<file path="config.mk">
export PLATFORM = sky130hd
export DESIGN_NAME = energy_display_seq
export DESIGN_NICKNAME = d
export VERILOG_FILES = /design/src/rtl/lcd_pkg.sv /design/src/rtl/bin2bcd_dd.sv /design/src/rtl/energy_display_seq.sv
export SDC_FILE = /design/constraint.sdc
export NUM_CORES = 1
export LEC_CHECK = 0
export BUFFER_PORTS_ARGS = -buffer_cell sky130_fd_sc_hd__buf_2
export CAP_MARGIN = 15
export CORE_MARGIN = 3
export CORE_UTILIZATION = 55
export DETAILED_ROUTE_END_ITERATION = 10
export PLACE_DENSITY = 0.76
export SETUP_SLACK_MARGIN = 0.15
export SLEW_MARGIN = 10
export SYNTH_ARGS = -nofsm -noshare
export SYNTH_HDL_FRONTEND = slang
export SYNTH_SLANG_ARGS = --single-unit
</file>
<file path="constraint.sdc">
create_clock -name clock -period 2.3 [get_ports clock]
set_clock_uncertainty 0.2 [all_clocks]
set_input_delay 0.46 -clock clock [delete_from_list [all_inputs] [get_ports clock]]
set_output_delay 0.46 -clock clock [all_outputs]
set_load 0.01 [all_outputs]
</file>
<file path="src/rtl/lcd_pkg.sv">
// Shared definitions for the energy display sequencer: sequencer states,
// LCD word constants and digit count.
package lcd_pkg;

  localparam int N_DIGITS = 10;
  localparam int BIN_W    = 32;
  localparam int BCD_W    = 40;

  // LCD words are {rs, d[7:0]}
  localparam logic [8:0] W_ADDR   = 9'h080;
  localparam logic [8:0] W_SPACE  = 9'h120;
  localparam logic [8:0] W_DIGIT  = 9'h130;
  localparam logic [8:0] W_CHAR_W = 9'h157;
  localparam logic [8:0] W_CHAR_H = 9'h168;

  typedef enum logic [2:0] {
    ST_IDLE,
    ST_CONVERT,
    ST_WAIT_FREE,
    ST_SEND,
    ST_WAIT_ACK,
    ST_WAIT_DONE
  } seq_state_e;

  function automatic logic [8:0] digit_word(input logic [3:0] d);
    return W_DIGIT | {5'd0, d};
  endfunction

endpackage

</file>
<file path="src/rtl/bin2bcd_dd.sv">
// Iterative double-dabble converter, one binary bit per cycle.
// done pulses once the 32 shifts have completed; bcd then holds until the next start.
module bin2bcd_dd
  import lcd_pkg::*;
(
  input  logic             clock,
  input  logic             internal_reset,
  input  logic             start,
  input  logic [31:0]      bin,
  output logic [39:0]      bcd,
  output logic             done
);

  logic [BIN_W-1:0] sh;
  logic [BCD_W-1:0] acc;
  logic [BCD_W-1:0] adj;
  logic [5:0]       cnt;
  logic             run;

  // add-3 correction on every nibble before the shift
  always_comb begin
    adj = acc;
    for (int i = 0; i < BCD_W / 4; i++)
      if (acc[4*i +: 4] >= 4'd5) adj[4*i +: 4] = acc[4*i +: 4] + 4'd3;
  end

  always_ff @(posedge clock) begin
    if (internal_reset) begin
      sh   <= '0;
      acc  <= '0;
      cnt  <= '0;
      run  <= 1'b0;
      done <= 1'b0;
    end else begin
      done <= 1'b0;
      if (start) begin
        sh  <= bin;
        acc <= '0;
        cnt <= 6'd32;
        run <= 1'b1;
      end else if (run) begin
        acc <= {adj[BCD_W-2:0], sh[BIN_W-1]};
        sh  <= {sh[BIN_W-2:0], 1'b0};
        cnt <= cnt - 6'd1;
        if (cnt == 6'd1) begin
          run  <= 1'b0;
          done <= 1'b1;
        end
      end
    end
  end

  assign bcd = acc;

endmodule

</file>
<file path="src/rtl/energy_display_seq.sv">
// Converts a latched Wh reading to decimal and streams the 13-word line
// "<addr><digits>Wh" to the LCD driver with a busy-flag handshake per word.
module energy_display_seq #(
  parameter int N_DIGITS = lcd_pkg::N_DIGITS
) (
  input  logic        clock,
  input  logic        internal_reset,
  input  logic [31:0] datobase,
  input  logic        update,
  input  logic        lcd_busy,
  output logic [8:0]  d_out,
  output logic        data_ready,
  output logic        seq_busy
);
  import lcd_pkg::*;

  localparam int N_WORDS = N_DIGITS + 3;
  localparam int IDX_W   = $clog2(N_WORDS);
  localparam logic [IDX_W-1:0] LAST_IDX = IDX_W'(N_WORDS - 1);
  localparam logic [IDX_W-1:0] W_IDX    = IDX_W'(N_DIGITS + 1);

  seq_state_e       state, next_state;
  logic [31:0]      value;
  logic [IDX_W-1:0] idx;
  logic             pending;
  logic             start_q;
  logic [39:0]      bcd;
  logic             conv_done;
  logic             accept, advance, load;
  logic             nz;
  logic [8:0]       digit_w [N_DIGITS];
  logic [8:0]       word;

  bin2bcd_dd u_conv (
    .clock          (clock),
    .internal_reset (internal_reset),
    .start          (start_q),
    .bin            (value),
    .bcd            (bcd),
    .done           (conv_done)
  );

  assign accept  = (state == ST_IDLE) && (update || pending);
  assign load    = (state == ST_WAIT_FREE) && !lcd_busy;
  assign advance = (state == ST_WAIT_DONE) && !lcd_busy;

  // leading zeros blank to spaces; the units digit is always shown
  always_comb begin
    nz = 1'b0;
    for (int p = N_DIGITS - 1; p >= 0; p--) begin
      nz = nz | (bcd[4*p +: 4] != 4'd0);
      digit_w[p] = (nz || p == 0) ? digit_word(bcd[4*p +: 4]) : W_SPACE;
    end
    word = W_CHAR_H;
    if (idx == '0)         word = W_ADDR;
    else if (idx == W_IDX) word = W_CHAR_W;
    for (int i = 1; i <= N_DIGITS; i++)
      if (idx == IDX_W'(i)) word = digit_w[N_DIGITS - i];
  end

  always_ff @(posedge clock) begin
    if (internal_reset) state <= ST_IDLE;
    else                state <= next_state;
  end

  always_comb begin
    next_state = state;
    case (state)
      ST_IDLE:      if (update || pending) next_state = ST_CONVERT;
      ST_CONVERT:   if (conv_done) next_state = ST_WAIT_FREE;
      ST_WAIT_FREE: if (!lcd_busy) next_state = ST_SEND;
      // busy rising under us means the strobe is withheld and retried
      ST_SEND:      next_state = lcd_busy ? ST_WAIT_FREE : ST_WAIT_ACK;
      ST_WAIT_ACK:  if (lcd_busy) next_state = ST_WAIT_DONE;
      ST_WAIT_DONE: if (!lcd_busy) next_state = (idx == LAST_IDX) ? ST_IDLE : ST_WAIT_FREE;
      default:      next_state = ST_IDLE;
    endcase
  end

  always_ff @(posedge clock) begin
    if (internal_reset) begin
      value   <= '0;
      idx     <= '0;
      pending <= 1'b0;
      start_q <= 1'b0;
      d_out   <= '0;
    end else begin
      start_q <= accept;
      if (accept) begin
        value   <= datobase;
        idx     <= '0;
        pending <= 1'b0;
      end else if (update && state != ST_IDLE) begin
        pending <= 1'b1;
      end
      if (load) d_out <= word;
      if (advance && idx != LAST_IDX) idx <= idx + 1'b1;
    end
  end

  assign data_ready = (state == ST_SEND) && !lcd_busy;
  assign seq_busy   = (state != ST_IDLE);

endmodule
</file>
======== Word-level counts from Yosys, hierarchy flattened ========
Cells that the tools add are included.
word-level totals
  register bits ........................... 130
  bits of input ports ..................... 36
  output and inout bits ................... 11
  word-level logic and storage cells ...... 142
cells by class
  $add $sub $neg .......................... 12
  $lt $le $gt $ge ......................... 10
  equality and inequality tests ........... 24
  mux-type cells .......................... 49
  bitwise operators ....................... 9
  reduce and logical (&&, ||, !) cells .... 26
operators with widths
  operator                                                               number
  9-bit 2-to-1 mux                                                       11
  32-bit 2-to-1 mux                                                      2
  5-bit 2-to-1 mux                                                       9
  4-bit 2-to-1 mux                                                       11
  4-bit by 3-bit >= comparator with 1-bit output, second input constant  10
  4-bit by 2-bit adder with 4-bit output, second input constant          9
  4-bit nonzero test                                                     9
  3-bit 2-to-1 mux                                                       7
  4-bit equality test, second input constant                             5
  6-bit 2-to-1 mux                                                       3
  3-bit case mux with 6 select lines                                     1
  4-bit by 3-bit equality test with 1-bit output, second input constant  4
  4-bit by 2-bit equality test with 1-bit output, second input constant  2
  1-bit OR                                                               8
  3-bit by 2-bit equality test with 1-bit output, second input constant  2
  3-bit equality test, second input constant                             2
  6-bit by 1-bit equality test with 1-bit output, second input constant  1
  1-bit logical AND                                                      6
  2-bit inequality test, second input constant                           3
  6-bit by 1-bit subtractor with 6-bit output, second input constant     1
  5-bit AND reduction                                                    1
  4-bit by 1-bit adder with 4-bit output, second input constant          1
  4-bit by 1-bit equality test with 1-bit output, second input constant  1
  4-bit zero test                                                        1
  14 further kinds                                                       20

======== Logic depth before layout (Yosys ltp) ========
  depth after elaboration ................. 13
  mapped depth ............................ 9
  mapped depth without buffers ............ 7

======== Hierarchy ========
Synthesis repeated with hierarchy kept, for this count alone.
unflattened totals
  cell total of the unflattened synthesis .. 910
  area, all modules ....................... 7,160.6 µm²
by module, submodules not included
  module              instances  cells each  area an instance (µm²)  seq. area each (µm²)
  bin2bcd_dd          1          547         4,485.6                 1,601.5
  energy_display_seq  1          363         2,675.1                 1,001.0

======== Worst setup path before layout ========
Ideal clock, no wire load.
  kind .................................... flip-flop to flip-flop
  start ................................... register u_conv.acc[20], in the netlist u_conv.bcd[20]
  end ..................................... register d_out[1]
  setup time .............................. 0.117 ns
  arrival ................................. 1.966 ns
  required time ........................... 1.983 ns
  path slack .............................. 0.017 ns
  cell stages (with the launch flop) ...... 8
  buffers on the path ..................... 0
  period minus slack after synthesis ...... 2.283 ns
  path through ............................ dfxtp_1 > inv_1 > ha_1 > or3b_4 > or4b_4 > o2111ai_1 > nand4_1 > a32o_1
between the ends
  longest elaborated chain between the ends .. 9
  elaborated cells on any way between the ends .. 17
  classes of those cells .................. 11 x mux; 5 x bitwise; 1 x reduce/logical
RTL lines
  item                                                         line                                                RTL
  from (decl)                                                  bin2bcd_dd.sv:15                                    logic [BCD_W-1:0] acc;
  from (signal assigned)                                       bin2bcd_dd.sv:42                                    acc <= {adj[BCD_W-2:0], sh[BIN_W-1]};
  4-bit nonzero test *                                         energy_display_seq.sv:51                            nz = nz | (bcd[4*p +: 4] != 4'd0);
  1-bit OR *                                                   energy_display_seq.sv:51
  5-bit 2-to-1 mux or 1-bit OR (tied branches)                 energy_display_seq.sv:52, energy_display_seq.sv:51
  9-bit 2-to-1 mux, or another cell as far along (3 in a row)  energy_display_seq.sv:58                            if (idx == IDX_W'(i)) word = digit_w[N_DIGITS - i];
  9-bit 2-to-1 mux or 5-bit 2-to-1 mux (tied branches)         energy_display_seq.sv:58, energy_display_seq.sv:52
  9-bit 2-to-1 mux * (2 in a row)                              energy_display_seq.sv:58
  to (signal assigned)                                         energy_display_seq.sv:96                            if (load) d_out <= word;
  to (decl)                                                    energy_display_seq.sv:11                            output logic [8:0] d_out,
Every way passes the cells marked *; elsewhere a longest branch is shown, timed or not.
A chain may end at the register's enable or synchronous reset.

======== Worst setup path after layout ========
  start ................................... register u_conv.acc[37], in the netlist u_conv.bcd[37]
  end ..................................... register d_out[1]
between the ends
  longest elaborated chain between the ends .. 12
  elaborated cells on any way between the ends .. 28
  classes of those cells .................. 19 x mux; 8 x bitwise; 1 x reduce/logical
RTL lines
  item                                                         line
  4-bit nonzero test                                           energy_display_seq.sv:51
  5-bit 2-to-1 mux or 1-bit OR (tied branches)                 energy_display_seq.sv:52, energy_display_seq.sv:51
  9-bit 2-to-1 mux, or another cell as far along (7 in a row)  energy_display_seq.sv:58
  9-bit 2-to-1 mux or 5-bit 2-to-1 mux (tied branches)         energy_display_seq.sv:58, energy_display_seq.sv:52
  9-bit 2-to-1 mux * (2 in a row)                              energy_display_seq.sv:58
Marked as above.

==> out/results.tsv <==
stage	metric	value	unit
logic_synthesis	cell taking the most area after synthesis	dfxtp_1	
detailed_routing	Post-DRT Antenna Nets	0	
detailed_routing	vias per cell	5.59	
setup_path	Max stage delay cell, worst path	or3b_4	
global_route	grt total ovfl	0	
placed_design	RD Place Congestion	0.956	
logic_synthesis	Syn Inst Count	847	
logic_synthesis	average size of a mapped cell	8.07	um2
floorplan	I/O pins	47	
setup_path	reg2reg start	u_conv.bcd[37]	
timing	Max-slew headroom	0.657	
logic_synthesis	most common cell in the synthesized netlist	dfxtp_1	
logic_synthesis	Synth Flop Type	dfxtp_1	
cts	CTS max path bufs	2	
logic_synthesis	Yosys warning count	0	
cts	Sink Count	130	
setup_path	R2R Setup Slk	9	ps
cts	hold_buf cts	0	
finish	Area Growth Syn to Fin	23.4	%
floorplan	placement row count	40	
run	Max Cap Violations	0	
detailed_routing	Routed WL	16.3	mm
setup_path	Worst Path Max Fanout	2	
pwr	cell leakage power	3.34	nW
placed_design	DP Wirelength	10.5	mm
global_route	largest net degree at the start of global routing	78	
setup_path	type of origin of the critical path	register	
setup_path	reg2reg end	d_out[1]	
setup_path	Worst EP required	2410	ps
timing	Slew @ Worst Pin	515	ps
setup_path	Worst setup EP type	register	
timing	Final Cycle Share	0.996	
timing	final worst path period need	2290	ps
global_route	GRT Total Usage	0.231	
cts	CTS H-tree lvls	4	
finish	footprint of the multi-input gates	4140	um2
detailed_routing	Routed WL per cell	14.7	um
timing	fin. max-slew vios	0	
detailed_routing	DR vias	6223	
setup_path	crit path kind	register to register	
setup_path	crit-path max cell delay	380	ps
finish	ant diodes	0	
cts	cts bufs inserted	17	
logic_synthesis	top cell type's share of synthesized area	0.381	
pwr	Pwr Density	626	nW/um2
timing	Fin. Hold Viols	0	
floorplan	core area	12100	um2
logic_synthesis	Yosys reg bits	130	
floorplan	die footprint	13800	um2
floorplan	Initial Util	0.567	
finish	Register Area	2620	um2
logic_synthesis	dominant cells by area after synthesis	dfxtp_1, a21oi_1, mux2i_1	
cts	worst skew pair latency	420	ps
finish	layout cells sized above 1	0.221	
finish	Final Non-Filler Cells	1113	
status	status	completed	
global_route	vias in the first global route	5582	
detailed_routing	# DRC	0	
logic_synthesis	Commonest cells post-synth	dfxtp_1, a21oi_1, nor2_1	
logic_synthesis	EDFF count, synth	0	
timing	final setup fails	0	
cts	Worst-path clk slew	60	ps
hold_path	Worst Hold Class	primary input to register	
setup_path	Register-to-Register Path Depth	8	
finish	Fillers	923	
floorplan	Die Ht	118	um
global_route	initial antenna violation count	0	
cts	Root Driver	clkbuf_16	
finish	fin util	0.700	
setup_path	worst-path cell chain	inv_2 > ha_4 > or3b_4 > o2111a_1 > a2111oi_4 > buf_4 > nand4_1 > a32o_1	
logic_synthesis	Synth cell types	67	
logic_synthesis	Netlist Area Pre-Place	6840	um2
setup_path	CP Launch Point	u_conv.bcd[37]	
placed_design	port bufs	46	
detailed_routing	Initial DRC Count	522	
timing	Fmax	0.437	GHz
logic_synthesis	ys async rst share	0	
detailed_routing	first drt pass iteration count	6	
cts	CTS tree	done	
logic_synthesis	sequential element share of the synthesized area	0.381	
finish	final net count	1002	
logic_synthesis	Synthesized Nets	917	
placed_design	Inst Count DP	1069	
floorplan	die width	118	um
pwr	worst vdd ir	0.451	mV
setup_path	CP arrival	2400	ps
setup_path	crit path to	d_out[1]	
global_route	first-pass GRT wire length	26.8	mm
timing	RSZ-0062 raised after global routing	true	
==> worst max-delay path, delay by kind of cell (launching register included) <==
kind | cells | cell delay, ps
adder cells (fa/ha/maj) | 1 | 140
AND/OR/NAND/NOR | 2 | 470
AO/OA/AOI/OAI | 3 | 830
buffers and inverters | 2 | 240
flip-flops | 1 | 330
==> final cells by class <==
class                           instances  share of cell area
Inverter                               33              0.0147
Timing Repair Buffer                  116              0.0958
Multi-Input combinational cell        634               0.490
Tap cell                              168              0.0249
Sequential cell                       130               0.311
Clock buffer                           18              0.0509
Clock inverter                         14              0.0126
==> layout by cell type (no fill, tap or decap), types with 5 or more instances in the layout <==
cell / netlist / routed
o21ai_0: 38 / 33
dfxtp_1: 130 / 120
nor2_1: 110 / 107
nor3b_1: 12 / 8
dfxtp_2: 0 / 7
nor2b_1: 6 / 6
buf_2: 1 / 46
buf_4: 0 / 64
o211ai_1: 7 / 7
a21o_1: 6 / 6
mux2i_1: 55 / 55
inv_1: 33 / 25
nand2b_1: 12 / 12
nor3_1: 8 / 7
xnor2_1: 17 / 17
clkbuf_16: 0 / 17
ha_1: 34 / 29
a21oi_1: 110 / 108
nand3b_1: 5 / 5
nand4_1: 7 / 7
nand3_1: 20 / 20
inv_2: 0 / 8
ha_4: 0 / 5
nand2_1: 103 / 103
a211oi_1: 8 / 8
==> repair_timing <==
action / CTS / global route
endpoints found under the hold margin: 0 / 0
buffers inserted: 3 / 8
setup endpoints to repair: 6 / 12
gates resized for setup: 19 / 46
pin swaps: 5 / 17
cloned: 1 / 0
==> per-layer routing <==
| metal | part of all wire | vias up | GRT usage |
|---|---|---|---|
| met2 | 0.47 | 158 | 0.365 |
| li1 | - | 3126 | - |
| met3 | 0.047 | 41 | 0.0457 |
| met1 | 0.46 | 2898 | 0.313 |
| met4 | 0.023 | 0 | 0.0901 |
| met5 | 0 | - | 0 |
==> metrics by stage <==
step           worst slack (ps)  power [mW]  setup TNS (ps)  cell area (um2)  hold WS [ps]
6_report                   9.10        5.28               0             8440          75.5
5_1_grt                   -60.3        5.48            -113             8440          74.2
4_1_cts                    48.3        5.32               0             8200          59.3
3_5_place_dp              -69.9        2.88           -69.9             7560           245
3_3_place_gp              -1.35        2.87           -1.35             7560           243
2_1_floorplan              93.7        2.73               0             6860           237
==> sequential cells by signal, summed over array words and instances, names as in the netlist <==
register and flops:
u_conv.sh 32, value 32, u_conv.done 1, idx 4
d_out 9, state 3, u_conv.cnt 6, pending 1
start_q 1, u_conv.bcd 40, u_conv.run 1
==> how the worst min path moves through the flow <==
stage                     end  slack [ps]         start  depth (start not counted)
CTS                 value[21]          60  datobase[21]                          3
floorplan            value[0]         240      value[0]                          2
global placement     d_out[7]         240      d_out[7]                          2
detailed placement   d_out[7]         250      d_out[7]                          2
global route        value[25]          70  datobase[25]                          3
finish              value[24]          80  datobase[24]                          3
==> power breakdown <==
part | internal, mW | leakage, nW | switching, mW | total (mW)
logic | 0.205 | 2.02 | 0.281 | 0.486
clock network | 1.39 | 0.259 | 1.03 | 2.42
registers | 2.32 | 1.06 | 0.0567 | 2.38
total | 3.91 | 3.34 | 1.37 | 5.28
==> logic make-up after synthesis <==
group / after synthesis / share of synthesized area
compound gates: 212 / 0.184
xor+xnor: 20 / 0.0256
fa+ha+maj: 34 / 0.0622
buf+inv: 84 / 0.0518
flops: 130 / 0.381
mux: 56 / 0.0821
simple gates: 311 / 0.214
Note: power is estimated with default switching activity, not from simulation.
